## src/rtl/rng_pkg.sv

```systemverilog
// Shared types and constants for the TRNG stream run controller.
package rng_pkg;

  typedef enum logic [1:0] {
    IDLE  = 2'd0,
    RUN   = 2'd1,
    FLUSH = 2'd2,
    DRAIN = 2'd3
  } rng_state_t;

  localparam int RNG_WORD_BYTES = 4;
  localparam int RNG_BYTE_MASK  = ~3;

endpackage

```

## src/rtl/rng_out_slot.sv

```systemverilog
// Single-entry output register feeding the AXI4-Stream master port.
// A load overwrites the entry; the top only loads when empty or draining.
module rng_out_slot (
  input  logic        clk,
  input  logic        rst,
  input  logic        load,
  input  logic [31:0] load_data,
  input  logic        load_last,
  input  logic        ready,
  output logic [31:0] tdata,
  output logic        tvalid,
  output logic        tlast,
  output logic        full
);

  logic [31:0] data_reg;
  logic        last_reg;
  logic        valid_reg;

  always_ff @(posedge clk or posedge rst) begin
    if (rst) begin
      data_reg  <= '0;
      last_reg  <= 1'b0;
      valid_reg <= 1'b0;
    end else if (load) begin
      data_reg  <= load_data;
      last_reg  <= load_last;
      valid_reg <= 1'b1;
    end else if (valid_reg && ready) begin
      valid_reg <= 1'b0;
    end
  end

  assign tdata  = data_reg;
  assign tlast  = last_reg;
  assign tvalid = valid_reg;
  assign full   = valid_reg;

endmodule

```

## src/rtl/rng_stream_ctrl.sv

```systemverilog
// Run controller between the TRNG word generator and the DMA stream port.
// Define RNG_SUM_EN to build the RNG_SUM_DATA accumulator; otherwise it reads 0.
module rng_stream_ctrl
  import rng_pkg::*;
#(
  parameter int CNT_W = 32
) (
  input  logic             ACLK,
  input  logic             ARESET,
  input  logic             RNG_GO,
  input  logic             RNG_STOP,
  input  logic [CNT_W-1:0] RNG_SEND_BYTES,
  input  logic [CNT_W-1:0] RNG_DMA_BYTES,
  input  logic [31:0]      RND_DATA,
  input  logic             RND_VALID,
  output logic [31:0]      M_AXIS_TDATA,
  output logic             M_AXIS_TVALID,
  input  logic             M_AXIS_TREADY,
  output logic             M_AXIS_TLAST,
  output logic             RNG_RUN,
  output logic             RNG_OVER,
  output logic [CNT_W-1:0] RNG_SENT_BYTES,
  output logic [31:0]      RNG_SUM_DATA
);

  localparam logic [CNT_W-1:0] BYTE_MASK  = CNT_W'(RNG_BYTE_MASK);
  localparam logic [CNT_W-1:0] WORD_BYTES = CNT_W'(RNG_WORD_BYTES);

  rng_state_t       state_reg;
  logic             run_reg;
  logic             over_reg;
  logic [CNT_W-1:0] acc_reg;
  logic [CNT_W-1:0] pkt_reg;
  logic [CNT_W-1:0] sent_reg;
  logic [CNT_W-1:0] bud_reg;
  logic [CNT_W-1:0] pl_reg;

  logic             full;
  logic             active;
  logic             hs;
  logic             accept;
  logic             overrun;
  logic             go_start;
  logic             final_word;
  logic             pkt_done;
  logic             word_last;
  logic             full_next;
  logic [CNT_W-1:0] acc_inc;
  logic [CNT_W-1:0] pkt_next;
  logic [CNT_W-1:0] dma_masked;

  assign active     = (state_reg == RUN) || (state_reg == FLUSH);
  assign hs         = full && M_AXIS_TREADY;
  assign accept     = active && RND_VALID && (!full || hs);
  assign overrun    = active && RND_VALID && full && !hs;
  assign go_start   = (state_reg == IDLE) && RNG_GO && !RNG_STOP;
  assign acc_inc    = acc_reg + WORD_BYTES;
  assign final_word = (bud_reg != '0) && (acc_inc == bud_reg);
  // Extra bit keeps the packet-length compare honest near the top of the range.
  assign pkt_done   = ({1'b0, pkt_reg} + {1'b0, WORD_BYTES}) >= {1'b0, pl_reg};
  assign word_last  = pkt_done || final_word || (state_reg == FLUSH);
  assign pkt_next   = !accept ? pkt_reg : (word_last ? '0 : pkt_reg + WORD_BYTES);
  assign full_next  = accept || (full && !hs);
  assign dma_masked = RNG_DMA_BYTES & BYTE_MASK;

  rng_out_slot u_slot (
    .clk       (ACLK),
    .rst       (ARESET),
    .load      (accept),
    .load_data (RND_DATA),
    .load_last (word_last),
    .ready     (M_AXIS_TREADY),
    .tdata     (M_AXIS_TDATA),
    .tvalid    (M_AXIS_TVALID),
    .tlast     (M_AXIS_TLAST),
    .full      (full)
  );

  always_ff @(posedge ACLK or posedge ARESET) begin
    if (ARESET) begin
      state_reg <= IDLE;
      run_reg   <= 1'b0;
      over_reg  <= 1'b0;
      acc_reg   <= '0;
      pkt_reg   <= '0;
      sent_reg  <= '0;
      bud_reg   <= '0;
      pl_reg    <= '0;
    end else begin
      if (hs)      sent_reg <= sent_reg + WORD_BYTES;
      if (accept) begin
        acc_reg <= acc_inc;
        pkt_reg <= pkt_next;
      end
      if (overrun) over_reg <= 1'b1;

      case (state_reg)
        IDLE: begin
          if (go_start) begin
            state_reg <= RUN;
            run_reg   <= 1'b1;
            over_reg  <= 1'b0;
            acc_reg   <= '0;
            pkt_reg   <= '0;
            sent_reg  <= '0;
            bud_reg   <= RNG_SEND_BYTES & BYTE_MASK;
            pl_reg    <= (dma_masked == '0) ? WORD_BYTES : dma_masked;
          end
        end
        RUN: begin
          // STOP looks at the packet fill after this cycle's accept, if any.
          if (accept && final_word) begin
            state_reg <= DRAIN;
          end else if (RNG_STOP) begin
            if (pkt_next != '0) begin
              state_reg <= FLUSH;
            end else if (full_next) begin
              state_reg <= DRAIN;
            end else begin
              state_reg <= IDLE;
              run_reg   <= 1'b0;
            end
          end
        end
        FLUSH: begin
          if (accept) state_reg <= DRAIN;
        end
        DRAIN: begin
          if (!full || hs) begin
            state_reg <= IDLE;
            run_reg   <= 1'b0;
          end
        end
        default: begin
          state_reg <= IDLE;
          run_reg   <= 1'b0;
        end
      endcase
    end
  end

`ifdef RNG_SUM_EN
  logic [31:0] sum_reg;

  always_ff @(posedge ACLK or posedge ARESET) begin
    if (ARESET) begin
      sum_reg <= '0;
    end else if (go_start) begin
      sum_reg <= '0;
    end else if (hs) begin
      sum_reg <= sum_reg + M_AXIS_TDATA;
    end
  end

  assign RNG_SUM_DATA = sum_reg;
`else
  assign RNG_SUM_DATA = 32'd0;
`endif

  assign RNG_RUN        = run_reg;
  assign RNG_OVER       = over_reg;
  assign RNG_SENT_BYTES = sent_reg;

endmodule

```

## config.mk

```make
export PLATFORM = sky130hd
export DESIGN_NAME = rng_stream_ctrl
export DESIGN_NICKNAME = d
export VERILOG_FILES = /design/src/rtl/rng_pkg.sv /design/src/rtl/rng_out_slot.sv /design/src/rtl/rng_stream_ctrl.sv
export SDC_FILE = /design/constraint.sdc
export NUM_CORES = 1
export LEC_CHECK = 0
export ABC_CLOCK_PERIOD_IN_PS = 6400
export CAP_MARGIN = 20
export CORE_MARGIN = 10
export CORE_UTILIZATION = 45
export CTS_BUF_LIST = sky130_fd_sc_hd__clkbuf_16
export CTS_CLUSTER_DIAMETER = 60
export DETAILED_ROUTE_END_ITERATION = 7
export PLACE_DENSITY = 0.76
export SYNTH_ARGS = -nofsm -noshare
export SYNTH_HDL_FRONTEND = slang
export SYNTH_SLANG_ARGS = --single-unit
```

## constraint.sdc

```tcl
create_clock -name ACLK -period 6.4 [get_ports ACLK]
set_input_delay 1.28 -clock ACLK [delete_from_list [all_inputs] [get_ports ACLK]]
set_output_delay 1.28 -clock ACLK [all_outputs]
set_load 0.005 [all_outputs]
```

==> flow_metrics.tcl, run 1 <==
set metrics [dict create \
    outcome "finished clean" \
    cts.repair.resized 0 \
    cts_buffer_depth 2 \
    hold_viol_final 0 \
    numPortBuffers 163 \
    drtIter0Drc 690 \
    fmax_mhz 221.5 \
    relSlewSlack 0.3211 \
    gr-total-overflow 0 \
    wl_per_cell_um 16.76 \
    cp_slowest_stage_delay_ns 0.47 \
    post-route-drc-count 0 \
    p_per_area_nw_per_um2 331.6 \
    seq_area_frac_synth 0.4161 \
    dp.cells 1759 \
    critPathLaunchType "register" \
    cts_setup_buffers 0 \
    grt_pass1_wl_um 49250 \
    dp_slack_ns 1.857 \
    cts_buffers 17 \
    setup-violations-final 0 \
    vias 9630 \
    finClkSkew_ns 0.01908 \
    dr.pass1.iters 4 \
    critPathCapture "pkt_reg[16]" \
    synth.area.top_cells "dfrtp_1 (42%), nand2_1 (9.3%), xnor2_1 (6.1%)" \
    power.total_mw 4.528 \
    mappedNetlistArea_um2 11430 \
    antenna_found_initial 1 \
    required_ns 6.77 \
    syn_inst 1333 \
    clk_latency_ns 0.45 \
    worstSetupPathType "register to register" \
    final_common_cell "nand2_1" \
    final_cell_mix "nand2_1 (283), dfrtp_1 (190), clkdlybuf4s50_1 (163)" \
    ys.flop_type "dfrtp_1" \
    cts_hold_buf 0 \
    startpoint "pkt_reg[2]" \
    p_leak_nw 6.082 \
    crit_path_top_delay_cell "dfrtp_1" \
    cts_max_level 4 \
    fin_crit_sh 0.7055 \
    ir_worst_vdd_mv 0.1703 \
    worstPathMaxFanout 28 \
    gp_congestion 0.9066 \
    drive_gt1_frac 0.05065 \
    synth_warnings 0 \
    place_hpwl_um 21570 \
    postSynth.asyncResetShare 1.000 \
    seq_area_um2 4755 \
    r2r-start "pkt_reg[2]" \
    clockRootBuffer "clkbuf_16" \
    synth_edf_count 0 \
    grt_max_degree 191 \
    synth_cell_types 76 \
    start_util 0.4551 \
    rows 58 \
    ys_seq_elements 190 \
    ff2ff_path_depth 16 \
    cp_cell_sequence "ha_1, and3_2, nand3_2, nor3_2, nand2_1, xnor2_1, ha_1, a21o_1, a21o_1, a21oi_1, nor2_1, a2111oi_0, o2111ai_1, nor2_1, o21ai_4, o21ba_2" \
    track_usage 0.1877 \
    min_path_type "register to register" \
    fin_crit_ns 4.515 \
    rsz0062_at_grt "false" \
    drv_slew 0 \
    multi_input_comb_area_um2 6018 \
    rrSetupSlack_ns 1.88 \
    worst_slack_ns 1.885 \
    cts.sinks 190 \
    viasPerCell 5.377 \
    routed_wl_um 30020 \
    num_io_pins 202 \
    dieArea_um2 32170 \
    grt_pass1_vias 9760 \
    die_w_um 179.4 \
    instances_no_fill 1791 \
    end_kind "register" \
    area_growth_pct 19.51 \
    ant_nets 0 \
    cp.arrival_ns 4.89 \
    clkTransAtPathRegs_ns 0.08 \
    yosys.area.top_type "dfrtp_1" \
    finalNetCount 1588 \
    avgSynthCellArea_um2 8.573 \
    cts_tree "yes" \
    core_um2 25110 \
    fillerInstances 2350 \
    worstMarginPinSlew_ns 1.018 \
    fin_setup_tns_ns 0 \
    synth.top_cell.area_share 0.4161 \
    die_h_um 179.4 \
    r2r-end "pkt_reg[16]" \
    n_antenna_cell 0 \
    maxCapViolations 0 \
]
[worst max-delay path: cells and delay by family, from the launching register on]
kind	cells	cell delay [ns]
and+or+nand+nor	6	1.38
AOI/OAI and AO/OA	7	1.74
xor gates and xnor gates	1	0.25
DFF	1	0.47
adders and majority gates	2	0.62
[worst min-delay path by stage]
stage,slack (ns),cells after the start,start,end
after global placement,0.46,2,u_slot.tdata[8],u_slot.tdata[8]
after detailed placement,0.46,2,u_slot.tdata[13],u_slot.tdata[13]
after global routing,0.50,2,u_slot.tdata[30],u_slot.tdata[30]
after CTS,0.48,2,u_slot.tdata[13],u_slot.tdata[13]
final,0.48,2,u_slot.tdata[17],u_slot.tdata[17]
after floorplan,0.44,2,pl_reg[2],pl_reg[2]
[power by group]
group          internal, mW  switching (mW)
Combinational         0.734           0.886
Clock                 0.537           0.565
Sequential             1.53           0.275
Total                  2.80            1.73
[metrics by stage]
| stage | utilization | instance area [um^2] | hold WS [ns] |
|---|---|---|---|
| after floorplan | - | 11550 | 0.4428 |
| after global placement | 0.5195 | 13040 | 0.4565 |
| after detailed placement | 0.5195 | 13040 | 0.4621 |
| after CTS | 0.5439 | 13660 | 0.4825 |
| after global routing | 0.5439 | 13660 | 0.4973 |
| final | 0.5439 | 13660 | 0.4783 |
[cells in the mapped netlist (16+ instances only)]
cell,instances
clkbuf_1,40
dfrtp_1,190
ha_1,38
buf_4,43
o21ai_0,47
nand3_1,44
inv_1,44
xnor2_1,80
nor4_1,28
xor2_1,58
nor2_1,141
nand4_1,38
a21oi_1,25
nor3_1,30
and4_1,16
nand2_1,284
[cell families (layout without fill, tap and decap cells)]
logic type      Yosys count  in the layout  share of synthesized area
other cells               1             34                  0.0003282
flops                   190            190                     0.4161
fa+ha+maj                38             38                    0.04161
mux                       3              3                   0.002737
compound gates          144            144                    0.08376
buf+inv                 150            245                    0.06964
simple gates            669            669                     0.2801
xor+xnor                138            138                     0.1058
[area by class of cell]
type	count	area share
clock buffer	17	0.03115
clock inverter	15	0.01374
inverter	44	0.01237
multi-input combinational	1026	0.4407
sequential	190	0.3481
tap	330	0.03023
timing repair buffer	169	0.1237
[routing by layer]
| metal | vias to the layer above | GRT usage | share of wire |
|---|---|---|---|
| met3 | 39 | 0.07062 | 0.096 |
| met5 | - | 0 | 0 |
| li1 | 4695 | - | - |
| met4 | 0 | 0.04749 | 0.015 |
| met2 | 299 | 0.2934 | 0.45 |
| met1 | 4597 | 0.2409 | 0.44 |
Power figures use the tool's default switching activity.
==> run 2, diff against run 1 <==
- ABC_CLOCK_PERIOD_IN_PS: 6400 -> 3870
- clock period: 6.4 -> 3.87 ns (I/O delays scaled with it)
==> flow_metrics.tcl, run 2 (synthesis gave the netlist of run 1 again) <==
set metrics [dict create \
    instances_no_fill 1841 \
    fmax_mhz 283.2 \
    maxCapViolations 0 \
    rsz0062_at_grt "false" \
    fin_crit_ns 3.531 \
    p_leak_nw 6.356 \
    cts_tree "yes" \
    finalNetCount 1638 \
    gr-total-overflow 0 \
    fin_area_um2 14080 \
    rows 58 \
    p_per_area_nw_per_um2 543.3 \
    cts.sinks 190 \
    cts_max_level 4 \
    worstSetupPathType "register to register" \
    worstMarginPinSlew_ns 0.8164 \
    cp.arrival_ns 3.84 \
    dp.cells 1809 \
    final_common_cell "nand2_1" \
    min_path_type "register to register" \
    final_cell_mix "nand2_1 (283), dfrtp_1 (187), clkdlybuf4s50_1 (163)" \
    vias 9831 \
    wl_per_cell_um 16.84 \
    relSlewSlack 0.4546 \
    cts_setup_buffers 0 \
    power.total_mw 7.651 \
    drive_gt1_frac 0.08868 \
    dr.pass1.iters 6 \
    area_growth_pct 23.23 \
    placed_area_um2 13430 \
    whs_ns 0.4724 \
    core_um2 25110 \
    clockRootBuffer "clkbuf_16" \
    gp_congestion 0.8985 \
    required_ns 4.18 \
    clkTransAtPathRegs_ns 0.07 \
    viasPerCell 5.340 \
    critPathLaunchType "register" \
    numPortBuffers 163 \
    fin_crit_sh 0.9125 \
    track_usage 0.1901 \
    setup-violations-final 0 \
    worstPathMaxFanout 6 \
    end_kind "register" \
    start_util 0.4551 \
    outcome "finished clean" \
    n_antenna_cell 0 \
    cts_buffer_depth 2 \
    ant_nets 0 \
    drv_slew 0 \
    grt_max_degree 72 \
    grt_pass1_wl_um 49620 \
    hold_viol_final 0 \
    drtIter0Drc 562 \
    cts_buffers 17 \
    ir_worst_vdd_mv 0.3146 \
    die_h_um 179.4 \
    routed_wl_um 31010 \
    dieArea_um2 32170 \
    num_io_pins 202 \
    post-route-drc-count 0 \
    antenna_found_initial 0 \
    clk_latency_ns 0.44 \
    finClkSkew_ns 0.02368 \
    fin_setup_tns_ns 0 \
    grt_pass1_vias 9753 \
    place_hpwl_um 23190 \
    die_w_um 179.4 \
]
run 2: cell types whose count changed in the layout (fill, tap and decap cells not counted), sizes merged:
cell and change:
bufinv +1, clkinvlp -1, clkinv -1, inv +1, buf +50
run 2: through the flow:
step	setup WS, ns	utilization
after floorplan	0.2809	-
after global placement	0.007880	0.5349
after detailed placement	-0.01496	0.5349
after CTS	0.1229	0.5592
after global routing	0.01458	0.5608
final	0.3386	0.5608
run 2: area by class of cell:
class / instances / area [um^2]
Clock buffer: 17 / 425.4
Fill cell: 2274 / 11030
Inverter: 44 / 168.9
Sequential cell: 190 / 4758
Multi-Input combinational cell: 1026 / 6051
Tap cell: 330 / 412.9
Clock inverter: 15 / 185.2
Timing Repair Buffer: 219 / 2081
run 2: power by group:
part	internal [mW]	switching (mW)	total (mW)
clock network	0.938	0.897	1.84
registers	2.53	0.445	2.98
logic	1.31	1.53	2.84
run 2: timing repair:
item                       in CTS  in global routing
hold buffers                    0                  0
gates resized for setup         0                 12
setup endpoints to repair       0                 34
run 2: metal layers:
metal | track usage | routed length (um) | vias to the layer above | part of all wire
li1 | - | - | 4789 | -
met1 | 0.2461 | 13660 | 4714 | 0.44
met2 | 0.2965 | 14160 | 302 | 0.46
met3 | 0.06832 | 2837 | 26 | 0.092
met4 | 0.04954 | 348 | 0 | 0.011
met5 | 0 | 0 | - | 0
run 2: worst max-delay path, stage by stage, from the launching register on:
cell       delay, ns
dfrtp_1         0.35
ha_2            0.25
and3_2          0.24
nand3_2         0.09
nor3_2          0.18
nand2_1         0.12
xnor2_1         0.14
ha_1            0.29
a21o_1          0.18
a21o_1          0.17
a21oi_1         0.14
nor2_1          0.06
a2111oi_1       0.35
o2111ai_1       0.25
nor2_2          0.20
o22ai_1         0.14
a41o_1          0.26
run 2: worst paths after layout:
kind,start,to,slack (ns),cells after the start
min in group asynchronous,ARESET,pl_reg[11],0.84,2
max in group asynchronous,ARESET,pkt_reg[22],2.17,3
worst min-delay path,u_slot.tdata[21],u_slot.tdata[21],0.47,2
worst max register to register,pkt_reg[2],state_reg[0],0.34,16
worst min register to register,u_slot.tdata[21],u_slot.tdata[21],0.47,2
worst max-delay path,pkt_reg[2],state_reg[0],0.34,16
==> run 3, diff against run 2 <==
- SKIP_CTS_REPAIR_TIMING: unset -> 1
- SLEW_MARGIN: unset -> 20
==> results of run 3 <==
Same layout as run 2: the final DEF is identical, and so are final timing and power.
